## config.mk

```make
export PLATFORM = sky130hd
export DESIGN_NAME = vram_arbiter
export DESIGN_NICKNAME = d
export VERILOG_FILES = /design/src/rtl/epochtv1_pkg.sv /design/src/rtl/vram_arb_pri.sv /design/src/rtl/vram_arbiter.sv
export SDC_FILE = /design/constraint.sdc
export NUM_CORES = 1
export LEC_CHECK = 0
export BUFFER_PORTS_ARGS = -buffer_cell sky130_fd_sc_hd__buf_2
export CAP_MARGIN = 20
export CORE_MARGIN = 5
export CORE_UTILIZATION = 25
export CTS_CLUSTER_SIZE = 12
export DETAILED_ROUTE_END_ITERATION = 8
export MAX_ROUTING_LAYER = met4
export SYNTH_ARGS = -nofsm -noshare
export SYNTH_HDL_FRONTEND = slang
export SYNTH_SLANG_ARGS = --single-unit
```

## constraint.sdc

```tcl
create_clock -name CLK -period 2.2 [get_ports CLK]
set_clock_uncertainty 0.1 [all_clocks]
set_input_delay 0.44 -clock CLK [delete_from_list [all_inputs] [get_ports CLK]]
set_output_delay 0.44 -clock CLK [all_outputs]
set_load 0.01 [all_outputs]
```

## src/rtl/epochtv1_pkg.sv

```systemverilog
// rtl/epochtv1_pkg.sv - shared EpochTV1 VRAM constants and owner encoding
package epochtv1_pkg;

    localparam int VRAM_AWIDTH = 12;
    localparam int VRAM_DWIDTH = 8;

    typedef enum logic [1:0] {
        OWN_NONE = 2'd0,
        OWN_VID  = 2'd1,
        OWN_DMA  = 2'd2,
        OWN_CPU  = 2'd3
    } owner_t;

endpackage

```

## src/rtl/vram_arb_pri.sv

```systemverilog
// rtl/vram_arb_pri.sv - fixed-priority encoder for the VRAM port owner
module vram_arb_pri
    import epochtv1_pkg::*;
(
    input  logic [2:0] req,         // [0]=VID, [1]=DMA, [2]=CPU pending
    input  logic       cpu_urgent,  // CPU has lost enough grants to outrank DMA
    output owner_t     owner
);

    // VID always first; an urgent CPU jumps ahead of DMA, otherwise CPU is last
    always_comb begin
        owner = OWN_NONE;
        if (req[0]) begin
            owner = OWN_VID;
        end else if (req[2] && cpu_urgent) begin
            owner = OWN_CPU;
        end else if (req[1]) begin
            owner = OWN_DMA;
        end else if (req[2]) begin
            owner = OWN_CPU;
        end
    end

endmodule

```

## src/rtl/vram_arbiter.sv

```systemverilog
// rtl/vram_arbiter.sv - three-way arbiter for one EpochTV1 VRAM port
module vram_arbiter
    import epochtv1_pkg::*;
#(
    parameter int DWIDTH  = VRAM_DWIDTH,
    parameter int AWIDTH  = VRAM_AWIDTH,
    parameter int MAXWAIT = 4
) (
    input  logic              CLK,
    input  logic              nRST,
    input  logic              VID_REQ,
    input  logic [AWIDTH-1:0] VID_A,
    output logic              VID_ACK,
    output logic              VID_RVALID,
    input  logic              DMA_REQ,
    input  logic              DMA_WE,
    input  logic [AWIDTH-1:0] DMA_A,
    input  logic [DWIDTH-1:0] DMA_DI,
    output logic              DMA_ACK,
    output logic              DMA_RVALID,
    input  logic              CPU_STB,
    input  logic              CPU_WE,
    input  logic [AWIDTH-1:0] CPU_A,
    input  logic [DWIDTH-1:0] CPU_DI,
    output logic              CPU_BUSY,
    output logic              CPU_RVALID,
    output logic [DWIDTH-1:0] RDATA,
    output logic              nCE,
    output logic              nWE,
    output logic              nOE,
    output logic [AWIDTH-1:0] A,
    output logic [DWIDTH-1:0] DI,
    input  logic [DWIDTH-1:0] DO
);

    localparam logic [3:0] WAIT_MAX = 4'd15;

    logic              cpu_pend;
    logic              cpu_we;
    logic [AWIDTH-1:0] cpu_a;
    logic [DWIDTH-1:0] cpu_di;
    logic [3:0]        wait_cnt;
    owner_t            rd_tag;

    logic              cpu_urgent;
    owner_t            pri_owner;
    owner_t            owner;
    logic              issue_we;

    assign cpu_urgent = (wait_cnt >= 4'(MAXWAIT));

    vram_arb_pri u_pri (
        .req        ({cpu_pend, DMA_REQ, VID_REQ}),
        .cpu_urgent (cpu_urgent),
        .owner      (pri_owner)
    );

    // Nothing may reach the RAM while reset is held, even with requests active
    assign owner = nRST ? pri_owner : OWN_NONE;

    // Route the winner's address, data and direction onto the RAM port
    always_comb begin
        issue_we = 1'b0;
        A        = '0;
        DI       = '0;
        case (owner)
            OWN_VID: begin
                A = VID_A;
            end
            OWN_DMA: begin
                A        = DMA_A;
                DI       = DMA_DI;
                issue_we = DMA_WE;
            end
            OWN_CPU: begin
                A        = cpu_a;
                DI       = cpu_di;
                issue_we = cpu_we;
            end
            default: ;
        endcase
    end

    assign nCE     = (owner == OWN_NONE);
    assign nWE     = nCE | ~issue_we;
    assign nOE     = nCE | issue_we;
    assign VID_ACK = (owner == OWN_VID);
    assign DMA_ACK = (owner == OWN_DMA);

    // Single-entry CPU holding register: capture when idle, release on issue
    always_ff @(posedge CLK or negedge nRST) begin
        if (!nRST) begin
            cpu_pend <= 1'b0;
            cpu_we   <= 1'b0;
            cpu_a    <= '0;
            cpu_di   <= '0;
        end else if (cpu_pend) begin
            if (owner == OWN_CPU) begin
                cpu_pend <= 1'b0;
            end
        end else if (CPU_STB) begin
            cpu_pend <= 1'b1;
            cpu_we   <= CPU_WE;
            cpu_a    <= CPU_A;
            cpu_di   <= CPU_DI;
        end
    end

    // Count DMA grants that overtook a pending CPU access; VID grants are free
    always_ff @(posedge CLK or negedge nRST) begin
        if (!nRST) begin
            wait_cnt <= 4'd0;
        end else if (!cpu_pend || owner == OWN_CPU) begin
            wait_cnt <= 4'd0;
        end else if (owner == OWN_DMA && wait_cnt != WAIT_MAX) begin
            wait_cnt <= wait_cnt + 4'd1;
        end
    end

    // Remember who issued a read so the registered RAM data goes back to them
    always_ff @(posedge CLK or negedge nRST) begin
        if (!nRST) begin
            rd_tag <= OWN_NONE;
        end else if (owner != OWN_NONE && !issue_we) begin
            rd_tag <= owner;
        end else begin
            rd_tag <= OWN_NONE;
        end
    end

    assign CPU_BUSY   = cpu_pend;
    assign VID_RVALID = (rd_tag == OWN_VID);
    assign DMA_RVALID = (rd_tag == OWN_DMA);
    assign CPU_RVALID = (rd_tag == OWN_CPU);
    assign RDATA      = DO;

endmodule
```

# Word level (Yosys, flattened, before mapping)
# Cells that the tools add are included.
# word_totals
out_inout_bits	37
input_bits	67
ff_bits	28
word_cells	43
# classes
n_bitwise	4
addsub	1
reduce_logical	10
mux	14
magnitude_cmp	1
eq_ne	7
# op_table
operator	count
$pmux 12 s3	1
$pmux 8 s2	1
$mux 2	6
$eq 2x2->1 const B	4
$mux 4	2
$add 4x1->4 const B	1
$eq 2x1->1 const B	2
$ge 4x3->1 const B	1
$ne 4x4->1 const B	1
$reduce_bool 2->1	2
$logic_and 1x1->1	3
$mux 1	3
$logic_not 1->1	2
$logic_not 2->1	1
$not 1->1	2
$or 1x1->1	2
$pmux 1 s2	1
$reduce_and 2->1	1
$logic_or 1x1->1	1

# Logic depth before layout (Yosys ltp)
# Gate-level depths: netlist of the first run.
# depth
word_depth	10
depth_mapped	4
depth_no_buf	4

# By module
# From an unflattened synthesis of the first run, not the netlist that was laid out.
# hier_totals
cells_unflattened	164
area_unflattened_um2	1754.2
# by_module_without_submodules
mod	cells_each	instances	area_per_inst_um2	seq_area_each_um2
vram_arbiter	160	1	1732.9	700.7
vram_arb_pri	4	1	21.3	0.0

# Worst setup path before layout of the first run
# OpenSTA, ideal clock, no wires.
# synth_path
path_type	input-to-output
start	input port VID_REQ
end	output port DI[0]
path_buffers	1
stages	4
required_time_ns	1.660
slack_ns	0.336
arrival_time_ns	1.324
path_cell_list	nand3b_2 > nor2_1 > buf_2 > a22o_1
# synth_via
elab_chain_cells	4
elab_cells_between_ends	5
cone_classes	eq/ne: 2; mux: 3
# synth_lines
element	line_no	text
start, declared	vram_arbiter.sv:11	input logic VID_REQ,
$mux 2	vram_arb_pri.sv:13	if (req[0]) begin
$mux 2	vram_arbiter.sv:59	assign owner = nRST ? pri_owner : OWN_NONE;
$eq 2x2->1	n/a	
named net DMA_ACK	vram_arbiter.sv:19	output logic DMA_ACK,
$pmux 8 s2	vram_arbiter.sv:66	case (owner)
end, declared	vram_arbiter.sv:32	output logic [DWIDTH-1:0] DI,
# The timed path passes the listed nets, and every way through them passes these cells.

# Worst setup path in the final report of the first run
# layout_path
start	register wait_cnt[2]
end	output port DI[0]
# layout_via
elab_chain_cells	7
elab_cells_between_ends	8
cone_classes	order compare: 1; eq/ne: 2; mux: 4; reduce/logical: 1
# layout_lines
element	line_no	text
start, declared	vram_arbiter.sv:42	logic [3:0] wait_cnt;
start signal, assigned	vram_arbiter.sv:116	wait_cnt <= wait_cnt + 4'd1;
$ge 4x3->1 *	vram_arbiter.sv:50	assign cpu_urgent = (wait_cnt >= 4'(MAXWAIT));
$logic_and 1x1->1 *	vram_arb_pri.sv:15	end else if (req[2] && cpu_urgent) begin
$mux 2 *	vram_arb_pri.sv:15	
$mux 2 *	vram_arb_pri.sv:13	
$mux 2 *	vram_arbiter.sv:59	
$eq 2x2->1	vram_arbiter.sv:66	
$pmux 8 s2 *	vram_arbiter.sv:66	
# Mark *: on every way between the ends. The rest lies on a longest branch, timed or not.

==> flow_summary.json, run 1 <==
{
  "io_buffers": 87,
  "synthToLayoutAreaGrowth_pct": 42.6,
  "antennaDiodeCount": 0,
  "netlist.area_leader.share_pct": 45.1,
  "core_area_mm2": 0.00599,
  "cap_violations": 0,
  "layout-drive-gt1-share_pct": 65.8,
  "p_per_area_mw_per_mm2": 604,
  "dieArea_mm2": 0.00790,
  "slew_headroom_pct": 75.4,
  "yosys.area.top_type": "dfrtp_1",
  "die_h_um": 88.9,
  "synth.area.top_cells": "dfrtp_1, mux2_2, a221o_1",
  "rsz0062_at_grt": "yes",
  "crit_type": "flip-flop to primary output",
  "required_ps": 1660,
  "drc": 0,
  "dp_cells": 286,
  "finalSetupViolCount": 0,
  "stdcell_count": 297,
  "finalCoreUtilization_pct": 37.0,
  "ys_types": 26,
  "routedWlPerCell_um": 15.3,
  "syn_area_per_cell_um2": 12.1,
  "grt_pass1_vias": 1404,
  "netlist_area_mm2": 0.00156,
  "synth-seq-area-share_pct": 45.1,
  "tritoncts": "done",
  "path_clk_slew_ps": 90,
  "synth_edf_count": 0,
  "fmax_ghz": 0.456,
  "yosysWarnings": 0,
  "synth_most_common_cell": "dfrtp_1",
  "critPathCaptureType": "primary output",
  "std_cell_rows": 28,
  "grt_max_degree": 19,
  "worstHoldPathType": "input port to async pin",
  "insertion_delay_ps": 270,
  "worst_slew_pin_slew_ps": 365,
  "gp_congestion": 0.767,
  "via_per_inst": 4.71,
  "syn_inst": 129,
  "dr.pass1.iters": 4,
  "htreeDepth": 1,
  "synth_ff_type": "dfrtp_1",
  "gr-total-overflow": 0,
  "dp_hpwl_um": 3480,
  "cts_max_path_buffers": 2,
  "cp_max_fo": 10,
  "routed.top_layer": "met4",
  "min_period_ps": 2190,
  "status": "completed",
  "start_kind": "flip-flop",
  "ys_seq_elements": 28,
  "postRouteAntennaNets": 0,
  "hold_violations": 0,
  "drt_iter0_markers": 57,
  "fin_crit_sh_pct": 99.7,
  "hold_slack_ps": 65.4,
  "max-vdd-ir-drop_mv": 0.288,
  "grt_usage_pct": 11.7,
  "drt-met1-wl_um": 2040,
  "cts_hold_buf": 0,
  "critical_path_arrival_ps": 1650,
  "cts_made_buffers": 3,
  "vias": 1399,
  "synthArstFlopShare_pct": 100,
  "fin_tns_setup_ps": 0,
  "grt_pass1_wl_um": 6980,
  "drv_slew": 0,
  "wl_met3_um": 224,
  "start_util_pct": 26.0,
  "antenna_found_initial": 0,
  "totalWireLength_um": 4540,
  "die_x_um": 88.9,
  "cts_sinks": 28,
  "dr_wl_met2_um": 2230,
  "p_leak_nw": 1.13,
  "nets": 292,
  "worst-r2r-cell-count": 4,
  "cts-root-buf": "clkbuf_8",
  "r2r_setup_slack_ps": 630,
  "io_pins": 104,
  "synth_top_cells_by_count": "dfrtp_1, mux2_2, a221o_1",
  "postSynthNetCount": 197
}
## what timing repair did
action                     in CTS  in global routing
setup endpoints to repair      13                 16
pin swaps                       1                  2
cloned                          0                  2
resized for setup               3                 11
buffers inserted                2                  4
## metrics by stage
step / worst slack (ps) / total power, W / instance area [um2]
after floorplan: 336 / 0.000922 / 1560
after global placement: 119 / 0.00106 / 2070
after detailed placement: 107 / 0.00107 / 2070
after CTS: 4.77 / 0.00135 / 2140
after global routing: -53.2 / 0.00144 / 2220
final: 5.57 / 0.00134 / 2220
## registers in the layout, indices dropped and copies added, names as in the netlist
name,flops
cpu_di,8
rd_tag,2
wait_cnt,4
CPU_BUSY,1
cpu_a,12
cpu_we,1
## critical path: stages, from the launching register on
cell and delay, ps:
dfrtp_2 450, nor3b_4 260, nor3b_4 90, buf_6 150
buf_4 140, a22o_1 170, buf_2 130
## cell families after synthesis
kind of cell    after synthesis  share of synthesized area [%]
mux                          21                           15.2
flops                        28                           45.1
buf+inv                      16                           6.28
simple gates                 31                           14.2
compound gates               32                           18.5
fa+ha+maj                     1                          0.804
## layer usage
metal  vias to the layer above  track usage [%]
li1                        679                -
met1                       670             14.8
met2                        44             19.4
met3                         6             1.86
met4                         0             3.16
met5                         -                -
## path summary, 6_finish.rpt
check,start,endpoint
max in group asynchronous,nRST,cpu_di[0]
worst max register to register,wait_cnt[0],wait_cnt[1]
worst max-delay path,wait_cnt[2],DI[0]
worst min register to register,cpu_di[7],cpu_di[7]
worst min-delay path,nRST,cpu_a[0]
min in group CLK,CPU_STB,CPU_BUSY
## power by group
| part | switching [W] | internal [W] |
|---|---|---|
| sequential | 0.0000721 | 0.000636 |
| clock | 0.000145 | 0.000123 |
| combinational | 0.000143 | 0.000222 |
## cells in the final DEF (no fill, tap or decap), drive strengths merged
| cell type | instances |
|---|---|
| o21ai | 1 |
| a22o | 8 |
| dfrtp | 28 |
| and3 | 14 |
| o31ai | 3 |
| a21oi | 2 |
| o21ba | 2 |
| ha | 1 |
| a22oi | 1 |
| and2 | 2 |
| o21a | 2 |
| nor2 | 3 |
| nor3b | 5 |
| nor2b | 3 |
| nand3b | 1 |
| nand2b | 1 |
| or4 | 1 |
| clkbuf | 3 |
| buf | 106 |
| or4b | 1 |
| a221o | 13 |
| mux2 | 21 |
## cell type report
type	count	area, um2
well taps	75	93.8
repair buffers	106	599
flip-flops and latches	28	704
multi-input cells	85	779
clock buffers	3	41.3
fillers	603	3770
Note: power is estimated with default switching activity, not from simulation.
==> inputs of run 2 (changes only) <==
==> constraint.sdc (replaced) <==
create_clock -name CLK -period 2.15 [get_ports CLK]
set_clock_uncertainty 0.1 [all_clocks]
set_input_delay 0.215 -clock CLK [delete_from_list [all_inputs] [get_ports CLK]]
set_output_delay 0.215 -clock CLK [all_outputs]
set_load 0.01 [all_outputs]
==> run 2 against run 1 <==
  * Hold slack worse by 5.3 ps
  * Sequential cell count unchanged
  * Register-to-register slack lost 110 ps
  * Worst setup slack better by 140 ps
  * Non-clock buffer count decreased by 9
  * Clock-buffer cell count unchanged
  * Total power increased by 1.1%
==> flow_summary.json, run 2 (synthesis results as in run 1) <==
{
  "worst_slew_pin_slew_ps": 695,
  "cts_made_buffers": 3,
  "min_period_ps": 2010,
  "layout-drive-gt1-share_pct": 62.0,
  "worst-r2r-cell-count": 3,
  "reg.largest.list": "cpu_a: 12 flops, cpu_di: 8 flops, wait_cnt: 4 flops",
  "routedWlPerCell_um": 14.8,
  "min_from": "CPU_STB",
  "start_kind": "flip-flop",
  "io_buffers": 87,
  "grt.busiest_layer": "met2",
  "r2r_setup_slack_ps": 520,
  "fin_crit_sh_pct": 93.3,
  "hold_slack_ps": 60.1,
  "met2_usage_pct": 19.2,
  "grt_pass1_wl_um": 6810,
  "most-common-layout-cells": "buf_2, dfrtp_1, mux2_2, a221o_1, and3_1",
  "die_x_um": 88.9,
  "io_pins": 104,
  "fin_tns_setup_ps": 0,
  "worstHoldPathType": "input port to flip-flop",
  "synthToLayoutAreaGrowth_pct": 36.9,
  "required_ps": 1840,
  "dr.pass1.iters": 4,
  "cts_sinks": 28,
  "cts_max_path_buffers": 2,
  "drt_iter0_markers": 59,
  "cp_max_fo": 11,
  "critPathCaptureType": "primary output",
  "hold_path_end": "CPU_BUSY",
  "finalSetupViolCount": 0,
  "dp_hpwl_um": 3380,
  "cpMostUsedCell": "nor3b_2",
  "grt_use_met1_pct": 14.1,
  "p_per_area_mw_per_mm2": 636,
  "std_cell_rows": 28,
  "max-vdd-ir-drop_mv": 0.244,
  "htreeDepth": 1,
  "nets": 283,
  "layout_commonest_cell": "buf_2",
  "slew_headroom_pct": 53.5,
  "via_per_inst": 4.72,
  "postRouteAntennaNets": 0,
  "p_leak_nw": 1.08,
  "max_stage_delay_ps": 430,
  "antennaDiodeCount": 0,
  "critical_path_arrival_ps": 1690,
  "grt_pass1_vias": 1452,
  "gp_congestion": 0.794,
  "vias": 1359,
  "start_util_pct": 26.0,
  "grt_usage_pct": 11.4,
  "reg2reg_to": "cpu_a[4]",
  "status": "completed",
  "insertion_delay_ps": 270,
  "largest_reg_flops": 12,
  "core_area_mm2": 0.00599,
  "gr-total-overflow": 0,
  "drc": 0,
  "tritoncts": "done",
  "hold_depth": 3,
  "path_clk_slew_ps": 90,
  "reg2reg_from": "CPU_BUSY",
  "drv_slew": 0,
  "regMostFlops": "cpu_a",
  "hold_violations": 0,
  "crit_path_cell_trace": "nor3b_2 -> nor3b_2 -> buf_4 -> a221o_1 -> buf_2",
  "grt_max_degree": 18,
  "crit_type": "flip-flop to primary output",
  "totalWireLength_um": 4270,
  "dieArea_mm2": 0.00790,
  "die_h_um": 88.9,
  "grtUsageMet3_pct": 1.77,
  "antenna_found_initial": 0,
  "fmax_ghz": 0.498,
  "rsz0062_at_grt": "no",
  "cap_violations": 0,
  "cts-root-buf": "clkbuf_8",
  "slowest_stage": "dfrtp_1"
}
[run 2: changes by cell type in the layout (fill, tap and decap cells not counted), moves of 2 or more]
cell,previous run,this run
buf_4,15,6
buf_6,5,0
dfrtp_1,25,27
dfrtp_2,3,1
dlygate4sd3_1,0,3
nor3b_2,0,2
nor3b_4,2,0
[run 2: repair_timing]
action | in CTS | in global routing
setup buffers | 0 | 0
hold buffers | 3 | 0
hold endpoints to repair | 28 | 0
setup endpoints to repair | 0 | 4
gates resized for setup | 0 | 1
[run 2: worst max-delay path, delay by kind of cell (launching register included)]
| family | cells | cell delay (ps) |
|---|---|---|
| flip-flops | 1 | 430 |
| AND/OR/NAND/NOR | 2 | 350 |
| AO/OA/AOI/OAI | 1 | 300 |
| buffers and inverters | 2 | 320 |
[run 2: worst max path at each step]
stage / from / endpoint / slack (ps)
finish: wait_cnt[2] / A[0] / 140
global route: wait_cnt[2] / A[8] / 20
CTS: CPU_BUSY / A[2] / 70
detailed placement: CPU_BUSY / A[2] / 390
global placement: CPU_BUSY / nOE / 420
floorplan: wait_cnt[2] / DI[0] / 550
[run 2: layout make-up]
| type | count | area, um2 |
|---|---|---|
| Fill cell | 611 | 3860 |
| Multi-Input combinational cell | 85 | 762 |
| Sequential cell | 28 | 702 |
| Timing Repair Buffer | 97 | 531 |
| Tap cell | 75 | 93.8 |
| Clock buffer | 3 | 41.3 |
[run 2: metrics by stage]
stage	setup WS (ps)	instances	power, W	instance area, um2	util, %
CTS	71.3	288	0.00138	2130	35.5
detailed placement	387	282	0.00109	2060	34.3
global placement	422	282	0.00108	2060	34.3
floorplan	550	129	0.000943	1560	-
global route	24.8	288	0.00145	2130	35.5
finish	144	288	0.00136	2130	35.5
[run 2: report_power, final]
part	internal, W	leakage, nW	switching, W
sequential	0.000650	0.337	0.0000769
clock	0.000126	0.0216	0.000150
combinational	0.000214	0.725	0.000139
[run 2: metal layers]
layer	part of all wire, %	vias up
li1	-	662
met1	44	649
met2	49	43
met3	5.5	5
met4	1.1	0
met5	0	-
==> inputs of run 3 (changes only) <==
--- a/config.mk
+++ b/config.mk
@@ -12,6 +12,7 @@
 export CTS_CLUSTER_SIZE = 12
 export DETAILED_ROUTE_END_ITERATION = 8
 export MAX_ROUTING_LAYER = met4
+export PLACE_DENSITY_LB_ADDON = 0.12
 export SYNTH_ARGS = -nofsm -noshare
 export SYNTH_HDL_FRONTEND = slang
 export SYNTH_SLANG_ARGS = --single-unit
==> run 3 against run 2 <==
  * Maximum frequency fell by 2.2%
  * Die area unchanged
  * Critical path type is now input port to primary output
  * Via count increased by 0.74%
  * Global-route usage is 0.29 points higher
==> flow_summary.json, run 3 (synthesis results as in run 1) <==
{
  "die_h_um": 88.9,
  "gr-total-overflow": 0,
  "synthToLayoutAreaGrowth_pct": 39.2,
  "via_per_inst": 4.70,
  "hold_slack_ps": 59.9,
  "largest_reg_flops": 12,
  "cap_violations": 0,
  "core_area_mm2": 0.00599,
  "fmax_ghz": 0.488,
  "dieArea_mm2": 0.00790,
  "drv_slew": 0,
  "htreeDepth": 1,
  "postRouteAntennaNets": 0,
  "nets": 284,
  "finalCoreUtilization_pct": 36.1,
  "critical_path_depth": 6,
  "std_cell_rows": 28,
  "place_ws_ps": 373,
  "max_stage_delay_ps": 610,
  "cts_sinks": 28,
  "hold_violations": 0,
  "start_kind": "input port",
  "most-common-layout-cells": "buf_2, dfrtp_1, mux2_2, a221o_1, and3_1",
  "critical_path_arrival_ps": 1740,
  "grt_pass1_wl_um": 7040,
  "cts_setup_buffers": 0,
  "hold_depth": 3,
  "reg2reg_from": "wait_cnt[0]",
  "path_delay_family": "buffers and inverters",
  "cts-root-buf": "clkbuf_8",
  "worst_slew_pin_slew_ps": 339,
  "totalWireLength_um": 4400,
  "cts_max_path_buffers": 2,
  "cp_max_fo": 11,
  "cpMostUsedCell": "buf_2",
  "layout_setup_ws_ps": 98.9,
  "slowest_stage": "dlygate4sd3_1",
  "vias": 1369,
  "grt_max_degree": 22,
  "critPathCaptureType": "primary output",
  "fin_crit_sh_pct": 95.4,
  "antenna_found_initial": 1,
  "layout_commonest_cell": "buf_2",
  "insertion_delay_ps": 270,
  "grt_pass1_vias": 1414,
  "min_from": "CPU_STB",
  "gp_congestion": 0.761,
  "slew_headroom_pct": 77.2,
  "status": "completed",
  "worst-path-buf-inv": 4,
  "io_pins": 104,
  "drt_iter0_markers": 44,
  "fin_tns_setup_ps": 0,
  "min_period_ps": 2050,
  "start_util_pct": 26.0,
  "die_x_um": 88.9,
  "crit_path_cell_trace": "buf_2 -> dlygate4sd3_1 -> buf_4 -> and3_1 -> a221o_1 -> buf_2",
  "dp_hpwl_um": 3470,
  "crit_type": "input port to primary output",
  "routedWlPerCell_um": 15.1,
  "tritoncts": "done",
  "layout-drive-gt1-share_pct": 62.8,
  "worst-r2r-cell-count": 4,
  "cts_made_buffers": 3,
  "required_ps": 1840,
  "crit_start": "nRST",
  "rsz0062_at_grt": "no",
  "regMostFlops": "cpu_a",
  "p_per_area_mw_per_mm2": 690,
  "dr.pass1.iters": 4,
  "worstHoldPathType": "input port to flip-flop",
  "drc": 0,
  "finalSetupViolCount": 0,
  "io_buffers": 87,
  "grt_usage_pct": 11.7,
  "reg.largest.list": "cpu_a: 12 flops, cpu_di: 8 flops, wait_cnt: 4 flops",
  "path_clk_slew_ps": 100,
  "p_leak_nw": 1.10,
  "max-vdd-ir-drop_mv": 0.411
}
run 3: changes by cell type in the layout (fill, tap and decap cells not counted):
cell,delta
buf_12,-1
nor3b_2,-1
buf_6,+1
nor3b_4,+1
bufinv_16,+1
dlygate4sd3_1,-1
diode_2,+1
buf_4,+2
run 3: final timing paths:
path / to / slack [ps]
setup / recovery: A[0] / 100
hold / removal: CPU_BUSY / 60
setup reg to reg: wait_cnt[1] / 590
hold reg to reg: cpu_a[10] / 420
max in group asynchronous: rd_tag[1] / 1180
min in group asynchronous: cpu_we / 340
run 3: where the power goes:
part           internal [W]  switching [W]
registers          0.000650      0.0000791
clock network      0.000249       0.000162
logic              0.000214       0.000139
run 3: what timing repair did:
| item | 4_1_cts | 5_1_grt |
|---|---|---|
| setup endpoints to repair | 0 | 10 |
| hold buffers | 2 | 0 |
| hold endpoints to repair | 6 | 0 |
| resized for setup | 0 | 3 |
run 3: final cells by class:
class	instances	area [um2]
fill	605	3830
multi-input combinational	85	768
sequential	28	702
timing repair buffer	98	527
tap	75	93.8
clock buffer	3	41.3
clock inverter	1	30.0
antenna	1	2.50
run 3: worst min-delay path: stages:
cell and delay, ps:
buf_2 80, nor2_1 40, nor2_1 70
run 3: metrics by stage:
| stage | std cells | total power (W) | area (um2) |
|---|---|---|---|
| after CTS | 290 | 0.00152 | 2150 |
| after global routing | 291 | 0.00159 | 2160 |
| after floorplan | 129 | 0.000943 | 1560 |
| final | 291 | 0.00149 | 2160 |
| after global placement | 284 | 0.00109 | 2060 |
| after detailed placement | 284 | 0.00109 | 2060 |
run 3: routing by layer:
layer / GRT usage [%] / up-vias / wire, um
li1: - / 665 / -
met1: 15.2 / 646 / 1960
met2: 19.0 / 50 / 2040
met3: 3.17 / 8 / 382
met4: 0.962 / 0 / 21
met5: - / - / 0
